## config.mk

```make
export PLATFORM = sky130hd
export DESIGN_NAME = puf_challenge_sequencer
export DESIGN_NICKNAME = d
export VERILOG_FILES = /design/src/rtl/puf_pkg.sv /design/src/rtl/puf_sync2.sv /design/src/rtl/puf_challenge_sequencer.sv
export SDC_FILE = /design/constraint.sdc
export NUM_CORES = 1
export LEC_CHECK = 0
export CELL_PAD_IN_SITES_DETAIL_PLACEMENT = 1
export CELL_PAD_IN_SITES_GLOBAL_PLACEMENT = 2
export CORE_ASPECT_RATIO = 0.8
export CORE_MARGIN = 2
export CORE_UTILIZATION = 24
export DETAILED_ROUTE_END_ITERATION = 6
export PLACE_DENSITY_LB_ADDON = 0.1
export REMOVE_ABC_BUFFERS = 1
export SKIP_CTS_REPAIR_TIMING = 1
export SYNTH_ARGS = -nofsm -noshare
export SYNTH_HDL_FRONTEND = slang
export SYNTH_SLANG_ARGS = --single-unit
```

## constraint.sdc

```tcl
create_clock -name clk -period 1.71 [get_ports clk]
set_clock_uncertainty 0.2 [all_clocks]
set_input_delay 0.342 -clock clk [delete_from_list [all_inputs] [get_ports clk]]
set_output_delay 0.342 -clock clk [all_outputs]
set_load 0.05 [all_outputs]
```

## src/rtl/puf_pkg.sv

```systemverilog
// Shared types and default constants for the arbiter PUF challenge sequencer.
package puf_pkg;

  localparam int DEF_CH_W       = 128;
  localparam int DEF_SETUP_CYC  = 4;
  localparam int DEF_SETTLE_CYC = 8;
  localparam int DEF_N_EVAL     = 7;

  typedef enum logic [1:0] {
    IDLE   = 2'd0,
    SETUP  = 2'd1,
    SETTLE = 2'd2,
    DONE   = 2'd3
  } puf_state_e;

  // True when strictly more than half of n samples were 1 (n is odd).
  function automatic logic majority(input int unsigned ones, input int unsigned n);
    return ones > (n / 2);
  endfunction

endpackage

```

## src/rtl/puf_sync2.sv

```systemverilog
// Two-flop synchronizer for asynchronous arbiter outputs.
module puf_sync2 #(
  parameter int W = 2
) (
  input  logic         clk,
  input  logic         rst_n,
  input  logic [W-1:0] d,
  output logic [W-1:0] q
);

  logic [W-1:0] meta;

  always_ff @(posedge clk or negedge rst_n) begin
    if (!rst_n) begin
      meta <= '0;
      q    <= '0;
    end else begin
      meta <= d;
      q    <= meta;
    end
  end

endmodule

```

## src/rtl/puf_challenge_sequencer.sv

```systemverilog
// Runs N_EVAL setup/launch/settle evaluations of one arbiter PUF per challenge
// and returns the majority-voted response with stability and error flags.
//
// state  | meaning
// IDLE   | waiting for a challenge, race inputs low
// SETUP  | challenge applied, race inputs low for SETUP_CYC cycles
// SETTLE | race inputs high for SETTLE_CYC cycles, sample on the last one
// DONE   | response presented until resp_ready
import puf_pkg::*;

module puf_challenge_sequencer #(
  parameter int CH_W       = DEF_CH_W,
  parameter int SETUP_CYC  = DEF_SETUP_CYC,
  parameter int SETTLE_CYC = DEF_SETTLE_CYC,
  parameter int N_EVAL     = DEF_N_EVAL,
  parameter int CNT_W      = $clog2(N_EVAL + 1)
) (
  input  logic            clk,
  input  logic            rst_n,
  input  logic            ch_valid,
  output logic            ch_ready,
  input  logic [CH_W-1:0] ch_data,
  output logic [CH_W-1:0] puf_ctrl,
  output logic            puf_in0,
  output logic            puf_in1,
  input  logic            puf_out,
  input  logic            puf_out_inv,
  output logic            resp_valid,
  input  logic            resp_ready,
  output logic            resp_bit,
  output logic [CNT_W-1:0] resp_ones,
  output logic            resp_stable,
  output logic            resp_err
);

  localparam int PH_MAX = (SETUP_CYC > SETTLE_CYC) ? SETUP_CYC : SETTLE_CYC;
  localparam int PH_W   = $clog2(PH_MAX + 1);

  puf_state_e        state, state_nxt;
  logic [PH_W-1:0]   phase;
  logic [CNT_W-1:0]  eval_cnt;
  logic [CNT_W-1:0]  ones_cnt;
  logic              err;
  logic [1:0]        sync_q;
  logic              out_s, inv_s;
  logic              phase_tc;
  logic              last_eval;

  puf_sync2 #(.W(2)) u_sync (
    .clk   (clk),
    .rst_n (rst_n),
    .d     ({puf_out_inv, puf_out}),
    .q     (sync_q)
  );

  assign out_s     = sync_q[0];
  assign inv_s     = sync_q[1];
  assign phase_tc  = (phase == '0);
  assign last_eval = (eval_cnt == CNT_W'(N_EVAL - 1));

  always_ff @(posedge clk or negedge rst_n) begin
    if (!rst_n) state <= IDLE;
    else        state <= state_nxt;
  end

  always_comb begin
    state_nxt = state;
    case (state)
      IDLE:    if (ch_valid)   state_nxt = SETUP;
      SETUP:   if (phase_tc)   state_nxt = SETTLE;
      SETTLE:  if (phase_tc)   state_nxt = last_eval ? DONE : SETUP;
      DONE:    if (resp_ready) state_nxt = IDLE;
      default:                 state_nxt = IDLE;
    endcase
  end

  // Phase timer counts down to zero; each phase loads its length minus one.
  always_ff @(posedge clk or negedge rst_n) begin
    if (!rst_n) begin
      puf_ctrl <= '0;
      phase    <= '0;
      eval_cnt <= '0;
      ones_cnt <= '0;
      err      <= 1'b0;
    end else begin
      case (state)
        IDLE: begin
          if (ch_valid) begin
            puf_ctrl <= ch_data;
            phase    <= PH_W'(SETUP_CYC - 1);
            eval_cnt <= '0;
            ones_cnt <= '0;
            err      <= 1'b0;
          end
        end
        SETUP: begin
          if (phase_tc) phase <= PH_W'(SETTLE_CYC - 1);
          else          phase <= phase - 1'b1;
        end
        SETTLE: begin
          if (phase_tc) begin
            ones_cnt <= ones_cnt + CNT_W'(out_s);
            err      <= err | (out_s == inv_s);
            eval_cnt <= eval_cnt + 1'b1;
            phase    <= PH_W'(SETUP_CYC - 1);
          end else begin
            phase <= phase - 1'b1;
          end
        end
        default: ;
      endcase
    end
  end

  // Race inputs decode straight from state so reset drops them asynchronously.
  assign puf_in0     = (state == SETTLE);
  assign puf_in1     = (state == SETTLE);
  assign ch_ready    = (state == IDLE);
  assign resp_valid  = (state == DONE);
  assign resp_bit    = resp_valid & majority(int'(ones_cnt), N_EVAL);
  assign resp_ones   = resp_valid ? ones_cnt : '0;
  assign resp_stable = resp_valid & ((ones_cnt == '0) || (ones_cnt == CNT_W'(N_EVAL)));
  assign resp_err    = resp_valid & err;

endmodule

```

==> summary.md, run 1 <==
| Metric | Value |
|---|---|
| Worst path required time | 1170 ps |
| Total Wirelength | 20200 µm |
| Crit path largest cell delay | 400 ps |
| Clk Latency, worst-skew pair | 420 ps |
| Synth Flop Type | dfrtp_1 |
| Clock power share | 0.134 |
| Core area | 23500 µm² |
| Initial antenna violation count | 1 |
| MaxCap Viol Count | 0 |
| Comb pwr share | 0.629 |
| CTS root buffer | clkbuf_16 |
| Total power | 29.1 mW |
| Mux share of post-synthesis cell area | 0.249 |
| Adder-cell share of the synthesized area | 0.0238 |
| Synth cell types | 34 |
| Total congestion overflow | 0 |
| Peak supply drop | 1.14 mV |
| P&R area growth vs syn | 101% |
| Synthesis warning total | 0 |
| Area share of the largest cell type after synthesis | 0.626 |
| # clock sinks | 145 |
| GR Util All Layers | 0.155 |
| Seq/Total Area, Yosys | 0.626 |
| Die X-Extent | 178 µm |
| Reg clk slew, reported paths | 70 ps |
| Post-synth EDFFs | 0 |
| Final Instance Area | 11600 µm² |
| Switching Power | 12.3 mW |
| Buffers on Ports | 271 |
| Xor-xnor portion of the synthesized cell area | 0.00151 |
| Worst EP arrival | 1550 ps |
| Hold Vio Cnt, Final | 0 |
| Failing checks | negative setup slack |
| Buf+Inv Stages, Crit Path | 3 |
| Status | complete, but fails checks |
| Final period util | 1.23 |
| Initial Utilization | 0.246 |
| Pins over their slew limit | 0 |
| Ant diodes | 0 |
| Largest net degree at the start of global routing | 41 |
| CP most frequent cell | buf_6 |
| Fraction of registers with async set/reset | 1.00 |
| Share of cells above drive strength 1 | 0.532 |
| Num CTS Buffers | 17 |
| Post-synthesis simple-gate area fraction | 0.0354 |
| CP endpoint kind | output port |
| Die area | 25400 µm² |
| WHS | 154 ps |
| GP Congestion | 0.772 |
| RSZ-0062 raised after global routing | yes |
| Worst hold path class | reg2reg |
| Crit Path Class | reg2out |
| CTS tree | done |
| Routed Antenna Nets | 0 |
| Htree depth | 4 |
| Slew Limit Headroom | 0.596 |
| Critical path launch point type | register |
| Crit Path Max Fanout | 4 |
| Syn avg cell area | 15.1 µm² |
| Drt initial violations | 105 |
| Post-synth top area cell | dfrtp_1 |
| # IOs | 272 |
| Slew at the pin with the worst max-slew slack | 604 ps |
| Synth area leaders | dfrtp_1, mux2_2, ha_1 |
| Static Leak | 5.05 nW |
| Power Density | 2500 nW/µm² |
| Largest family of logic cells by synthesized area | multiplexers |
| Die height | 143 µm |
| Sw Ratio | 0.423 |
| Drt via density | 4.30 |
| Post-Syn Instances | 384 |
| Vias in the first global route | 5106 |
| DRC Markers | 0 |
| # nets final | 861 |
| Row cnt | 50 |
| Max Freq | 0.477 GHz |
| DP HPWL | 15100 µm |
| Via count | 4476 |
| Cell Chain, Critical Path | buf_6, ha_4, buf_6, and2_4, buf_12 |
| DR WL/cell | 19.4 µm |
| 1st-pass router iterations | 4 |
| Final setup margin | -386 ps |
| Int Pwr | 16.8 mW |
| Bufs on Longest Clock Path | 2 |
| Tmin final | 2100 ps |
| First-pass GRT wire length | 29500 µm |
| Syn Std Cell Area | 5790 µm² |
| Placed Area | 10600 µm² |
| Compound-Gate Fraction of Synth Area | 0.0436 |
| Worst slack, placed | -439 ps |
| # fillers | 2305 |
| Flop pwr share | 0.236 |
| Synthesized flop and latch total | 145 |
| Crit-path slowest cell | dfrtp_1 |
| Count of final setup violators | 140 |
| CP delay by family, top | buffers and inverters |
## cell usage after synthesis, drive strengths merged (2+ instances only)
| cell type | instances |
|---|---|
| and2 | 5 |
| o31ai | 2 |
| nor3 | 2 |
| o21a | 2 |
| a22o | 5 |
| a21o | 2 |
| nor2 | 9 |
| buf | 16 |
| a31oi | 2 |
| dfrtp | 145 |
| inv | 7 |
| nor3b | 2 |
| nand2 | 9 |
| ha | 11 |
| nand3 | 5 |
| nand2b | 2 |
| a21oi | 6 |
| mux2 | 128 |
| o21ai | 13 |
## placed cells by master (no fill, tap or decap), drive strengths merged, types with 2 or more instances in the layout
| cell type | Yosys | final |
|---|---|---|
| nor2 | 9 | 9 |
| ha | 11 | 11 |
| o21a | 2 | 2 |
| buf | 16 | 192 |
| o31ai | 2 | 2 |
| or3b | 1 | 2 |
| clkinvlp | 0 | 3 |
| nor3b | 2 | 2 |
| o21ai | 13 | 13 |
| and2 | 5 | 5 |
| nand3 | 5 | 5 |
| clkdlybuf4s50 | 0 | 131 |
| a21oi | 6 | 6 |
| clkbuf | 1 | 21 |
| bufinv | 0 | 3 |
| mux2 | 128 | 128 |
| dfrtp | 145 | 145 |
| a21o | 2 | 2 |
| inv | 7 | 13 |
| nor3 | 2 | 2 |
| a31oi | 2 | 2 |
| a22o | 5 | 5 |
| nand2 | 9 | 10 |
| nand2b | 2 | 2 |
## power groups by stage
stage | clock (mW) | sequential (mW) | combinational [mW]
finish | 3.91 | 6.87 | 18.3
global route | 4.18 | 7.11 | 19.0
CTS | 4.03 | 6.88 | 17.5
detailed placement | 0 | 6.93 | 17.5
global placement | 0 | 6.82 | 17.2
floorplan | 0 | 11.5 | 3.29
## final timing paths
path	to	depth (start not counted)	slack, ps	startpoint
min in group asynchronous	puf_ctrl[101]$_DFFE_PN0P_	2	190	rst_n
hold / removal	u_sync.q[0]$_DFF_PN0_	0	150	u_sync.meta[0]$_DFF_PN0_
setup reg to reg	phase[3]$_DFFE_PN0P_	6	-240	state[1]$_DFFE_PN0P_
setup / recovery	resp_ones[0]	5	-390	state[1]$_DFFE_PN0P_
max in group asynchronous	puf_ctrl[78]$_DFFE_PN0P_	3	500	rst_n
hold reg to reg	u_sync.q[0]$_DFF_PN0_	0	150	u_sync.meta[0]$_DFF_PN0_
## per-layer routing
metal,wire (µm),global-route usage,up-vias,share of wire
met4,223,0.0462,0,0.011
met2,10000,0.253,180,0.50
met5,0,0,-,0
met1,7600,0.172,2258,0.38
met3,2320,0.0879,15,0.11
li1,-,-,2023,-
## final cells by class
class                   count  area (µm²)  share of cell area
clock buffers              18         429              0.0369
clock inverters            13         176              0.0152
inverters                   7        26.3             0.00226
multi-input cells         217        2260               0.194
flip-flops and latches    145        3630               0.312
well taps                 312         390              0.0335
repair buffers            328        4740               0.407
## sequential cells by signal (all words and copies together) (netlist names)
| register | flops |
|---|---|
| err | 1 |
| ones_cnt | 3 |
| state | 2 |
| puf_ctrl | 128 |
| eval_cnt | 3 |
| u_sync.q | 2 |
| u_sync.meta | 2 |
| phase | 4 |
## logic make-up after synthesis
group,after synthesis
and+or+nand+nor,39
xor gates and xnor gates,1
adders and majority gates,11
muxes,128
AOI/OAI and AO/OA,36
buffers and inverters,24
DFF,145
## metrics by stage
| step | TNS [ps] | utilization | instances |
|---|---|---|---|
| 2_1_floorplan | -387860 | - | 367 |
| 3_3_place_gp | -43970 | 0.450 | 993 |
| 3_5_place_dp | -47700 | 0.450 | 993 |
| 4_1_cts | -26010 | 0.476 | 1024 |
| 5_1_grt | -19130 | 0.495 | 1040 |
| 6_report | -10880 | 0.495 | 1040 |
Note: power is estimated with default switching activity, not from simulation.
==> run 2, diff against run 1 <==
CTS_BUF_LIST = sky130_fd_sc_hd__clkbuf_8   (was default)
HOLD_SLACK_MARGIN = 0.08   (was default)
==> run 2 against run 1 <==
Against the previous run: the run still ends with negative setup slack left; non-clock buffer count grew 9; cell count grew 0.96%; utilization is essentially flat; design area is essentially flat; sequential share of layout area is essentially flat; worst setup slack lost 52 ps; combinational power grew 2%; sequential power is essentially flat; die area is the same; global-route usage shrank 0.070 points; clock power shrank 25%; routed wire length grew 4.9%; critical path type unchanged.
==> summary.md, run 2 (same netlist as run 1, synthesis figures left out) <==
| Metric | Value |
|---|---|
| Vias in the first global route | 5087 (-0.37%) |
| Max FFs per register | 128 (unchanged) |
| Initial Utilization | 0.246 (unchanged) |
| Metal3 WL | 2350 µm (+1.6%) |
| Post-route setup TNS | -22780 ps (-11900 ps) |
| Most common cell after layout, fill and taps aside | buf_12 |
| Drt initial violations | 94 (-10%) |
| RSZ-0062 raised after global routing | yes |
| Power Density | 2440 nW/µm² (-2.1%) |
| Slew at the pin with the worst max-slew slack | 814 ps (+209 ps) |
| Core area | 23500 µm² (unchanged) |
| Max Freq | 0.466 GHz (-2.4%) |
| # IOs | 272 (unchanged) |
| Critical path launch point type | register |
| Die area | 25400 µm² (unchanged) |
| Crit Path Max Fanout | 4 (unchanged) |
| 1st-pass router iterations | 4 (unchanged) |
| # nets final | 871 (+1.2%) |
| Placed Area | 10600 µm² (unchanged) |
| DR WL/cell | 20.2 µm (+3.9%) |
| CTS tree | done |
| Final Instance Area | 11600 µm² (about the same) |
| Largest net degree at the start of global routing | 41 (unchanged) |
| Crit Path Class | reg2out |
| GR Util All Layers | 0.154 (-0.000697) |
| Most frequent cells in the layout | buf_12, dfrtp_1, clkdlybuf4s50_1 |
| Status | complete, but fails checks |
| Initial antenna violation count | 1 (unchanged) |
| Die X-Extent | 178 µm (unchanged) |
| Bufs on Longest Clock Path | 2 (unchanged) |
| Drt via density | 4.34 (+0.82%) |
| Failing checks | negative setup slack |
| Largest Register | puf_ctrl |
| Final setup margin | -438 ps (-52.1 ps) |
| Num CTS Buffers | 17 (unchanged) |
| Count of final setup violators | 151 (+7.9%) |
| First-pass GRT wire length | 29400 µm (-0.12%) |
| Pins over their slew limit | 0 (unchanged) |
| Total congestion overflow | 0 (unchanged) |
| Peak supply drop | 1.12 mV (-1.7%) |
| Tmin final | 2150 ps (+52.1 ps) |
| Area of the multi-input gates | 2260 µm² (+0.17%) |
| Hold Vio Cnt, Final | 0 (unchanged) |
| Die height | 143 µm (unchanged) |
| Uppermost layer routed | met4 |
| MaxCap Viol Count | 0 (unchanged) |
| Final period util | 1.26 (+0.0305) |
| DR WL met2 | 10700 µm (+6.5%) |
| Largest regs | puf_ctrl: 128 flops, phase: 4 flops |
| Met1 Wirelength | 7930 µm (+4.3%) |
| Worst EP arrival | 1610 ps (+60 ps) |
| DP HPWL | 15100 µm (unchanged) |
| Row cnt | 50 (unchanged) |
| FF/Latch Area | 3630 µm² (unchanged) |
| Via count | 4556 (+1.8%) |
| Htree depth | 4 (unchanged) |
| # fillers | 2308 (+0.13%) |
| Worst hold path class | in2reg |
| CTS root buffer | clkbuf_8 |
| Clk Latency, worst-skew pair | 460 ps (+40 ps) |
| Static Leak | 5.07 nW (+0.35%) |
| Share of cells above drive strength 1 | 0.533 (+0.000927) |
| Ant diodes | 0 (unchanged) |
| Slew Limit Headroom | 0.457 (-0.140) |
| P&R area growth vs syn | 101% (about the same) |
| Routed Antenna Nets | 0 (unchanged) |
| GP Congestion | 0.772 (unchanged) |
| Buffers on Ports | 271 (unchanged) |
| # clock sinks | 145 (unchanged) |
| Worst path required time | 1170 ps (about the same) |
| DRC Markers | 0 (unchanged) |
| Total Wirelength | 21200 µm (+4.9%) |
| CP endpoint kind | output port |
| Reg clk slew, reported paths | 100 ps (+30 ps) |
-- run 2: cell count changes in the layout (fill, tap and decap cells not counted), moves of 2 or more --
cell       delta
clkbuf_8     +17
clkbuf_16    -13
buf_8         +3
buf_12        +2
-- run 2: routing by layer --
| layer | vias to the layer above | global-route usage |
|---|---|---|
| li1 | 2051 | - |
| met1 | 2305 | 0.170 |
| met2 | 187 | 0.255 |
| met3 | 13 | 0.0871 |
| met4 | 0 | 0.0431 |
| met5 | - | 0 |
-- run 2: path summary, 6_finish.rpt --
path | startpoint | to | slack (ps) | cells after the start
max | state[1]$_DFFE_PN0P_ | resp_ones[0] | -440 | 5
min | puf_out_inv | u_sync.meta[1]$_DFF_PN0_ | 140 | 1
max reg2reg | state[1]$_DFFE_PN0P_ | phase[3]$_DFFE_PN0P_ | -390 | 7
min in group asynchronous | rst_n | puf_ctrl[101]$_DFFE_PN0P_ | 150 | 2
min reg2reg | u_sync.meta[0]$_DFF_PN0_ | u_sync.q[0]$_DFF_PN0_ | 160 | 0
max in group asynchronous | rst_n | puf_ctrl[78]$_DFFE_PN0P_ | 530 | 3
-- run 2: area by class of cell --
| type | count | area share |
|---|---|---|
| tap | 312 | 0.0335 |
| timing repair buffer | 337 | 0.423 |
| sequential | 145 | 0.312 |
| inverter | 7 | 0.00226 |
| clock inverter | 14 | 0.0155 |
| multi-input combinational | 218 | 0.194 |
| clock buffer | 17 | 0.0201 |
-- run 2: power by group --
part / internal (mW) / total (mW) / switching [mW]
combinational: 9.56 / 18.7 / 9.11
clock: 1.46 / 2.93 / 1.47
sequential: 5.11 / 6.87 / 1.75
total: 16.1 / 28.5 / 12.3
-- run 2: through the flow --
step                power, mW  std cells  setup slack (ps)  hold WS (ps)  utilization
global placement         24.0        993              -334          83.4        0.450
detailed placement       24.4        993              -439          84.8        0.450
global route             29.7       1050              -531           109        0.495
floorplan                14.7        367             -2910          -154            -
finish                   28.5       1050              -438           137        0.495
CTS                      27.5       1024              -653          -441        0.468
-- run 2: critical path: stages (launching register included) --
cell and delay, ps:
dfrtp_1 420, buf_6 140, ha_4 170, buf_6 130
and2_4 140, buf_12 140
